## src/rtl/bc_fir_pkg.sv

```systemverilog
// Shared types and sizes for the BC_FIR streaming feeder and its delay line.
package bc_fir_pkg;

    localparam int unsigned W      = 12;
    localparam int unsigned TAPS   = 19;
    localparam int unsigned FILL_W = $clog2(TAPS + 1);

    typedef logic [W-1:0]      sample_t;
    typedef sample_t           win_t [TAPS];
    typedef logic [FILL_W-1:0] fill_t;

    localparam fill_t FILL_FULL = fill_t'(TAPS);
    localparam fill_t FILL_LAST = fill_t'(TAPS - 1);

    // Saturating increment of the priming counter.
    function automatic fill_t fill_inc(input fill_t f);
        if (f >= FILL_FULL) begin
            return FILL_FULL;
        end
        return f + fill_t'(1);
    endfunction

endpackage

```

## src/rtl/bc_fir_delay_line.sv

```systemverilog
// TAPS-deep sample shift register: slot 0 takes the newest sample, slot TAPS-1 holds the oldest.
module bc_fir_delay_line
    import bc_fir_pkg::*;
(
    input  logic    clk,
    input  logic    rst_n,
    input  logic    clr,
    input  logic    en,
    input  sample_t din,
    output win_t    win
);

    win_t win_q;

    // Shift on enable; synchronous reset and clear both zero every slot.
    always_ff @(posedge clk) begin
        if (!rst_n || clr) begin
            for (int i = 0; i < int'(TAPS); i++) begin
                win_q[i] <= '0;
            end
        end else if (en) begin
            win_q[0] <= din;
            for (int i = 1; i < int'(TAPS); i++) begin
                win_q[i] <= win_q[i-1];
            end
        end
    end

    assign win = win_q;

endmodule

```

## src/rtl/bc_fir_window_feeder.sv

```systemverilog
// Streaming wrapper around the combinational BC_FIR core: feeds the sample window out and
// registers the core result onto a valid/ready output stream.
module bc_fir_window_feeder
    import bc_fir_pkg::*;
(
    input  logic         clk,
    input  logic         rst_n,
    input  logic         flush,
    input  logic         in_valid,
    output logic         in_ready,
    input  logic [W-1:0] in_data,
    output win_t         win,
    input  logic [W-1:0] fir_out,
    output logic         out_valid,
    input  logic         out_ready,
    output logic [W-1:0] out_data
);

    fill_t         fill_q, fill_d;
    logic          pend_q, pend_d;
    logic          out_valid_q, out_valid_d;
    logic [W-1:0]  out_data_q, out_data_d;

    logic          accept;
    logic          accept_full;
    logic          cap;

    // Handshake, priming and capture decisions for this cycle.
    always_comb begin
        // A pending window may be captured when the output register is empty or being drained.
        cap         = pend_q & (~out_valid_q | out_ready);
        // The window may only shift once its previous contents have been captured.
        in_ready    = ~pend_q | cap;
        accept      = in_valid & in_ready;
        accept_full = accept & (fill_q >= FILL_LAST);

        fill_d = fill_q;
        if (accept) begin
            fill_d = fill_inc(fill_q);
        end

        pend_d = accept_full | (pend_q & ~cap);

        out_valid_d = out_valid_q;
        out_data_d  = out_data_q;
        if (cap) begin
            out_valid_d = 1'b1;
            out_data_d  = fir_out;
        end else if (out_ready && out_valid_q) begin
            out_valid_d = 1'b0;
        end
    end

    // Control and output register state; flush acts as a lower-priority soft reset.
    always_ff @(posedge clk) begin
        if (!rst_n) begin
            fill_q      <= '0;
            pend_q      <= 1'b0;
            out_valid_q <= 1'b0;
            out_data_q  <= '0;
        end else if (flush) begin
            fill_q      <= '0;
            pend_q      <= 1'b0;
            out_valid_q <= 1'b0;
            out_data_q  <= '0;
        end else begin
            fill_q      <= fill_d;
            pend_q      <= pend_d;
            out_valid_q <= out_valid_d;
            out_data_q  <= out_data_d;
        end
    end

    // Capture samples the old window while the shift writes the new one on the same edge.
    bc_fir_delay_line u_delay_line (
        .clk   (clk),
        .rst_n (rst_n),
        .clr   (flush),
        .en    (accept),
        .din   (in_data),
        .win   (win)
    );

    assign out_valid = out_valid_q;
    assign out_data  = out_data_q;

endmodule

```

## config.mk

```make
export PLATFORM = sky130hd
export DESIGN_NAME = bc_fir_window_feeder
export DESIGN_NICKNAME = d
export VERILOG_FILES = /design/src/rtl/bc_fir_pkg.sv /design/src/rtl/bc_fir_delay_line.sv /design/src/rtl/bc_fir_window_feeder.sv
export SDC_FILE = /design/constraint.sdc
export NUM_CORES = 1
export LEC_CHECK = 0
export CORE_ASPECT_RATIO = 0.6
export CORE_MARGIN = 3
export CORE_UTILIZATION = 30
export CTS_BUF_LIST = sky130_fd_sc_hd__clkbuf_4 sky130_fd_sc_hd__clkbuf_8 sky130_fd_sc_hd__clkbuf_16
export DETAILED_ROUTE_END_ITERATION = 12
export GPL_ROUTABILITY_DRIVEN = 0
export PLACE_DENSITY = 0.62
export SYNTH_ARGS = -nofsm -noshare
export SYNTH_HDL_FRONTEND = slang
export SYNTH_HIERARCHICAL = 1
export SYNTH_SLANG_ARGS = --single-unit
```

## constraint.sdc

```tcl
create_clock -name clk -period 2.1 [get_ports clk]
set_input_delay 0.525 -clock clk [delete_from_list [all_inputs] [get_ports clk]]
set_output_delay 0.525 -clock clk [all_outputs]
set_load 0.02 [all_outputs]
```

Word-level counts from Yosys, hierarchy flattened
Cells that the tools add are included.
{"block": "classes", "add_sub_neg": 1, "magnitude_cmp": 2, "mux": 6, "bitwise": 11, "n_reduce_logical": 5}
{"cell": "greater-or-equal comparator 5 bit (second input constant)", "n": 2}
{"cell": "2-to-1 mux 5 bit", "n": 2}
{"cell": "adder 5 x 1 -> 5 bit (second input constant)", "n": 1}
{"cell": "AND 1 bit", "n": 4}
{"cell": "2-to-1 mux 1 bit", "n": 4}
{"cell": "NOT 1 bit", "n": 4}
{"cell": "OR 1 bit", "n": 3}
{"cell": "nonzero test 2 bit", "n": 1}
{"cell": "OR reduction 2 bit", "n": 1}
{"cell": "logical AND 1 bit", "n": 1}
{"cell": "zero test 1 bit", "n": 1}
{"cell": "logical OR 1 bit", "n": 1}
{"block": "totals", "register_bits": 247, "in_bits": 29, "out_inout_bits": 242}

Longest topological paths before layout
Gate-level depths: netlist (run 1).
{"block": "logic_depth", "ltp_word": 7, "depth_mapped": 8, "mapped_depth_nobuf": 5}

Hierarchy
The synthesis (run 1) kept the hierarchy.
{"module": "bc_fir_delay_line", "n_inst": 1, "cells_each": 736, "area_each_um2": 8315.5}
{"module": "bc_fir_window_feeder", "n_inst": 1, "cells_each": 99, "area_each_um2": 813.3}

Worst setup path after synthesis (run 1)
Ideal clock, no wire load.
{"block": "synth_path", "kind": "in2reg", "from": "input port out_ready", "to": "register u_delay_line.win_q, in the netlist u_delay_line/win[0]", "t_arrival_ps": 1616, "t_required_ps": 1972, "slack_ps": 357, "cell_stages": 8, "cell_sequence": "and3b_1 buf_2 nor2_1 buf_6 buf_12 buf_12 mux2i_1 nor2_1"}
{"block": "synth_via", "elab_chain_len": 4}
{"element": "start, declared", "line": "bc_fir_window_feeder.sv:15", "text": "input logic out_ready,"}
{"element": "OR 1 bit", "line": "bc_fir_window_feeder.sv:31", "text": "cap = pend_q & (~out_valid_q | out_ready);"}
{"element": "AND 1 bit", "line": "bc_fir_window_feeder.sv:31"}
{"element": "OR 1 bit", "line": "bc_fir_window_feeder.sv:33", "text": "in_ready = ~pend_q | cap;"}
{"element": "AND 1 bit", "line": "bc_fir_window_feeder.sv:34", "text": "accept = in_valid & in_ready;"}
{"element": "named net accept", "line": "bc_fir_window_feeder.sv:24", "text": "logic accept;"}
{"element": "end signal, assigned by index", "line": "bc_fir_delay_line.sv:24", "text": "win_q[i] <= win_q[i-1];"}
{"element": "end, declared", "line": "bc_fir_delay_line.sv:13", "text": "win_t win_q;"}
The timed path passes the listed nets, and every way through them passes these cells.
A chain may end at the register's enable or synchronous reset.

Final worst setup path (run 1)
{"block": "layout_path", "from": "register u_delay_line.win_q, in the netlist u_delay_line/win[74]", "to": "output port win[74] (netlist bit)"}
{"element": "end, declared", "line": "bc_fir_window_feeder.sv:12", "text": "output win_t win,"}
No word-level cell between the ends.

==> flow_summary.json, run 1 <==
{
  "final_max_slew_viol_count": 0,
  "peakVddDrop_v": 0.0004799,
  "yosysSeqAreaShare_pct": 54.17,
  "finalHoldViolCount": 0,
  "cts-root-buf": "clkbuf_16",
  "wire_per_inst_um": 15.98,
  "port_buffers": 270,
  "initial_utilization_pct": 31.08,
  "dp_cells": 1509,
  "slew_headroom_pct": 76.76,
  "grt_pass1_wl_um": 38850,
  "nets": 1167,
  "cts_sinks": 247,
  "worst_pin_slew_ps": 348.2,
  "drc": 0,
  "num_rows": 48,
  "clk_pin_slew_worst_paths_ps": 60,
  "path_buf_inv": 1,
  "io_pins": 271,
  "die_area_um2": 32630,
  "dp_hpwl_um": 18460,
  "syn_avg_cell_area_um2": 10.93,
  "track_usage_pct": 14.77,
  "wl_um": 24840,
  "yosysWarnings": 6,
  "antenna_found_initial": 0,
  "required_ps": 1570,
  "maxCapViolCount": 0,
  "coreArea_um2": 29370,
  "seqCellArea_um2": 4945,
  "setup_viol": 0,
  "ant_nets": 0,
  "firstDrtPassIters": 4,
  "postCtsSetupRepairBufs": 0,
  "synthCells": 835,
  "period_minus_slack_ps": 2062,
  "setup_ws_ps": 37.80,
  "fin_setup_tns_ps": 0,
  "drtIter0Drc": 370,
  "critPathMaxStageDelay_ps": 660,
  "crit_path_start_kind": "flop",
  "status": "finished clean",
  "grt_pass1_vias": 6612,
  "cts_buffer_depth": 3,
  "yosys.cell_types.count": 28,
  "place_ws_ps": -317.4,
  "antenna_cells": 0,
  "grt_max_degree": 56,
  "htree_levels": 1,
  "area_delta_synth_final_pct": 45.12,
  "grt_setup_unrepaired": "false",
  "die_h_um": 141.1,
  "multi_input_area_um2": 3542,
  "path_cells": "clkdlybuf4s50_1",
  "crit_fanout": 3,
  "grt.overflow.total": 0,
  "numCtsBuffers": 25,
  "max_freq_ghz": 0.4849,
  "syn-cell-area_um2": 9129,
  "cp_slowest_cell": "clkdlybuf4s50_1",
  "path_delay_family": "buffers and inverters",
  "critPathKind": "flop to output port",
  "timing.final.crit_share_pct": 98.20,
  "syn_nets": 866,
  "vias": 6787,
  "fp.dieW_um": 231.2,
  "clock_latency_ps": 520,
  "p_leak_nw": 6.377,
  "synth_seq_cells": 247,
  "fin_worst_skew_ps": 10.95,
  "hold_path.class": "flop to flop",
  "n_fill_cell": 2768,
  "vias_per_cell": 4.367,
  "arrival_ps": 1540,
  "cts_tree": "yes",
  "fin_cells": 1554,
  "p_per_area_nw_per_um2": 718.4,
  "drive_gt1_share_pct": 9.619,
  "end_kind": "output port"
}
==> where the power goes <==
group          internal, mW  switching (mW)  total [mW]
Combinational         0.253           0.246       0.499
Clock                  2.44            1.87        4.31
Sequential             4.70          0.0115        4.71
Total                  7.39            2.12        9.52
==> worst reg2reg max path: cells and delay by family (launching register included) <==
family	cells	cell delay, ps
flip-flops	1	330
multiplexers	1	220
AND/OR/NAND/NOR	3	410
buffers and inverters	3	570
==> cells in the mapped netlist <==
cell / instances / area share, %
and3_1: 1 / 0.069
o32ai_1: 2 / 0.19
buf_8: 1 / 0.16
buf_1: 7 / 0.29
inv_2: 1 / 0.041
buf_12: 24 / 5.3
a211oi_1: 1 / 0.082
ha_1: 2 / 0.27
or3_1: 2 / 0.14
nor2b_1: 1 / 0.069
or4_1: 1 / 0.082
clkbuf_1: 19 / 0.78
mux2i_1: 228 / 25
nand3_1: 14 / 0.77
o21ai_0: 13 / 0.71
a311oi_1: 1 / 0.096
a211o_1: 1 / 0.096
nor3_1: 3 / 0.16
dfxtp_1: 247 / 54
a31oi_1: 2 / 0.14
nand2b_1: 3 / 0.21
buf_2: 6 / 0.33
inv_1: 5 / 0.21
nand3b_1: 1 / 0.082
nor2_1: 231 / 9.5
buf_6: 1 / 0.12
and3b_1: 1 / 0.096
a21oi_1: 16 / 0.88
==> area by class of cell <==
type                       instances  area share, %
clock inverter                    14         0.8217
tap                              400          3.778
inverter                           6         0.1700
multi-input combinational        524          26.74
timing repair buffer             332          26.01
sequential                       247          37.33
clock buffer                      31          5.157
==> path summary, 6_finish.rpt <==
kind | endpoint | cells after the start | slack, ps | startpoint
min reg2reg | out_data[11] | 2 | 470 | out_data[11]
min | out_data[11] | 2 | 470 | out_data[11]
max reg2reg | u_delay_line/win[116] | 7 | 450 | out_valid
max | win[74] | 1 | 40 | u_delay_line/win[74]
==> cells in the final DEF, fill, tap and decap left out, types with 2 or more instances in the layout <==
| cell type | netlist | routed |
|---|---|---|
| clkbuf_8 | 0 | 2 |
| buf_4 | 0 | 46 |
| a21oi_1 | 16 | 16 |
| dlygate4sd2_1 | 0 | 36 |
| clkinv_2 | 0 | 11 |
| dfxtp_1 | 247 | 247 |
| nand3_1 | 14 | 14 |
| or3_1 | 2 | 2 |
| nand2b_1 | 3 | 2 |
| mux2i_1 | 228 | 228 |
| dlymetal6s2s_1 | 0 | 51 |
| ha_1 | 2 | 2 |
| o21ai_0 | 13 | 13 |
| clkdlybuf4s50_1 | 0 | 182 |
| clkbuf_4 | 0 | 4 |
| a31oi_1 | 2 | 2 |
| buf_12 | 24 | 16 |
| clkbuf_16 | 0 | 25 |
| nor3_1 | 3 | 3 |
| o32ai_1 | 2 | 2 |
| nor2_1 | 231 | 230 |
| inv_1 | 5 | 5 |
==> kinds of logic after synthesis <==
family / count (synthesis) / synth area share (%)
buffers and inverters: 64 / 7.196
adders and majority gates: 2 / 0.2741
AOI/OAI and AO/OA: 36 / 2.193
muxes: 228 / 25.00
and+or+nand+nor: 258 / 11.17
DFF: 247 / 54.17
==> state kept, by name (all words and copies together) (netlist names) <==
| signal | flops |
|---|---|
| out_valid | 1 |
| u_delay_line/win | 228 |
| out_data | 12 |
| pend_q | 1 |
| fill_q | 5 |
==> stage by stage <==
step                      util [%]  hold slack (ps)  power, mW  area (um^2)
after floorplan                  -            479.9      5.185         9129
after global placement       42.15            463.5      5.318        12380
after detailed placement     42.15            467.0      5.317        12380
after CTS                    44.70            475.6      9.679        13130
after global routing         45.11            491.4      9.906        13250
final                        45.11            473.1      9.517        13250
==> repair_timing <==
item | CTS | global route
hold buffers | 0 | 0
resized for setup | 39 | 52
hold endpoints to repair | 0 | 0
gates cloned | 0 | 0
setup endpoints to repair | 37 | 52
==> routing by layer <==
metal  up-vias  routed length, um  GRT usage [%]
met5         -                  0              0
met2       179              10350          21.64
met4         0                327          2.313
met1      3169              12360          21.38
met3        28               1793          4.988
li1       3411                  -              -
No activity file was read; power rests on OpenSTA's default activity.
==> inputs of run 2 (changes only) <==
--- a/config.mk
+++ b/config.mk
@@ -12,6 +12,7 @@
 export DETAILED_ROUTE_END_ITERATION = 12
 export GPL_ROUTABILITY_DRIVEN = 0
 export PLACE_DENSITY = 0.62
+export SLEW_MARGIN = 15
 export SYNTH_ARGS = -nofsm -noshare
 export SYNTH_HDL_FRONTEND = slang
 export SYNTH_HIERARCHICAL = 1
==> results of run 2 <==
Same layout as run 1: the final DEF is identical, and so are final timing and power.
==> inputs of run 3 (changes only) <==
--- a/config.mk
+++ b/config.mk
@@ -5,6 +5,7 @@
 export SDC_FILE = /design/constraint.sdc
 export NUM_CORES = 1
 export LEC_CHECK = 0
+export CAP_MARGIN = 20
 export CORE_ASPECT_RATIO = 0.6
 export CORE_MARGIN = 3
 export CORE_UTILIZATION = 30
@@ -12,6 +13,7 @@
 export DETAILED_ROUTE_END_ITERATION = 12
 export GPL_ROUTABILITY_DRIVEN = 0
 export PLACE_DENSITY = 0.62
+export SKIP_CTS_REPAIR_TIMING = 1
 export SLEW_MARGIN = 15
 export SYNTH_ARGS = -nofsm -noshare
 export SYNTH_HDL_FRONTEND = slang
==> run 3 against run 2 <==
Highest routed layer unchanged. Critical path depth unchanged. Clock power barely moved. Hold slack barely moved. Critical path type unchanged. Clock-buffer cell count unchanged. Worst setup slack gained 8.3 ps. Register-to-register slack about the same. Total power hardly changed. Die area unchanged.
==> flow_summary.json, run 3 (synthesis results as in run 1) <==
{
  "status": "finished clean",
  "p_per_area_nw_per_um2": 711.0,
  "peakVddDrop_v": 0.0004826,
  "dp_hpwl_um": 18460,
  "nets": 1167,
  "required_ps": 1570,
  "cp-endpoint": "win[223]",
  "fin_worst_skew_ps": 11.03,
  "grt_pass1_wl_um": 38820,
  "largest_reg_flops": 228,
  "grt.overflow.total": 0,
  "drtIter0Drc": 391,
  "vias_per_cell": 4.378,
  "ant_nets": 0,
  "crit_fanout": 3,
  "grt_max_degree": 56,
  "drive_gt1_share_pct": 9.532,
  "period_minus_slack_ps": 2054,
  "fp.dieW_um": 231.2,
  "cts_buffer_depth": 3,
  "slew_headroom_pct": 76.69,
  "coreArea_um2": 29370,
  "numCtsBuffers": 25,
  "firstDrtPassIters": 4,
  "critPathKind": "flop to output port",
  "die_h_um": 141.1,
  "r2r_cells": 7,
  "final_max_slew_viol_count": 0,
  "top_layer_used": "met4",
  "setup_viol": 0,
  "final_cell_mix": "dfxtp_1, nor2_1, mux2i_1",
  "grt_setup_unrepaired": "false",
  "grt_pass1_vias": 6612,
  "worst_pin_slew_ps": 349.2,
  "wl_um": 24850,
  "arrival_ps": 1530,
  "finalHoldViolCount": 0,
  "path_depth": 1,
  "die_area_um2": 32630,
  "cp_slowest_cell": "clkdlybuf4s50_1",
  "timing.final.crit_share_pct": 97.80,
  "hold_path.class": "flop to flop",
  "antenna_found_initial": 0,
  "cts_sinks": 247,
  "fin_setup_tns_ps": 0,
  "cts-root-buf": "clkbuf_16",
  "cts_tree": "yes",
  "clock_latency_ps": 520,
  "path_delay_family": "buffers and inverters",
  "path_buf_inv": 1,
  "crit_path_start_kind": "flop",
  "drc": 0,
  "maxCapViolCount": 0,
  "finalPower_mw": 9.520,
  "r2r-end": "u_delay_line/win[116]",
  "p_leak_nw": 6.876,
  "track_usage_pct": 14.76,
  "critPathMaxStageDelay_ps": 640,
  "port_buffers": 270,
  "max_freq_ghz": 0.4869,
  "r2r_slack_ps": 440,
  "wl_met2_um": 10390,
  "antenna_cells": 0,
  "r2r_start": "out_valid",
  "vias": 6803,
  "num_rows": 48,
  "area_delta_synth_final_pct": 46.68,
  "initial_utilization_pct": 31.08,
  "wire_per_inst_um": 15.99,
  "routedLengthMet1_um": 12330,
  "io_pins": 271,
  "crit_start": "u_delay_line/win[223]",
  "final_common_cell": "dfxtp_1",
  "htree_levels": 1,
  "dr_wl_met3_um": 1807,
  "end_kind": "output port",
  "clk_pin_slew_worst_paths_ps": 60,
  "path_cells": "clkdlybuf4s50_1"
}
[run 3: changes by cell type in the layout (fill, tap and decap cells not counted)]
cell and change:
dlygate4sd2_1 -36, dlymetal6s2s_1 +37, buf_2 -1
[run 3: power breakdown]
part	internal (mW)	leakage, nW	switching (mW)
combinational	0.254	4.48	0.246
sequential	4.70	1.99	0.0116
clock	2.44	0.405	1.87
total	7.39	6.88	2.13
[run 3: worst register-to-register path, delay by kind of cell, from the launching register on]
kind                   cells  cell delay, ps
AND/OR/NAND/NOR            3             410
flip-flops                 1             330
buffers and inverters      3             570
multiplexers               1             220
[run 3: stage by stage]
step | util (%) | area (um^2) | setup slack, ps | hold slack (ps) | std cells
after floorplan | - | 9129 | 356.8 | 479.9 | 835
after global placement | 42.15 | 12380 | -279.0 | 463.5 | 1509
after detailed placement | 42.15 | 12380 | -317.4 | 467.0 | 1509
after CTS | 44.84 | 13170 | -324.4 | 475.6 | 1554
after global routing | 45.59 | 13390 | 0.3100 | 491.4 | 1554
final | 45.59 | 13390 | 46.10 | 473.1 | 1554
[run 3: worst min-delay path by stage]
stage / start / end / slack, ps / cells past startpoint
finish: out_data[11] / out_data[11] / 470 / 2
global route: out_data[11] / out_data[11] / 490 / 2
CTS: out_data[2] / out_data[2] / 480 / 2
detailed placement: out_data[2] / out_data[2] / 470 / 2
global placement: out_data[9] / out_data[9] / 460 / 2
floorplan: fill_q[3] / fill_q[3] / 480 / 2
[run 3: cell type report]
class	count	area (um^2)
fillers	2733	15980
flip-flops and latches	247	4945
repair buffers	332	3588
clock buffers	31	683.2
well taps	400	500.5
multi-input cells	524	3542
inverters	6	22.52
clock inverters	14	108.9
[run 3: layer usage]
metal / up-vias / global-route usage (%)
met5: - / 0
met4: 0 / 2.313
met3: 28 / 5.008
met2: 181 / 21.64
met1: 3186 / 21.33
li1: 3408 / -
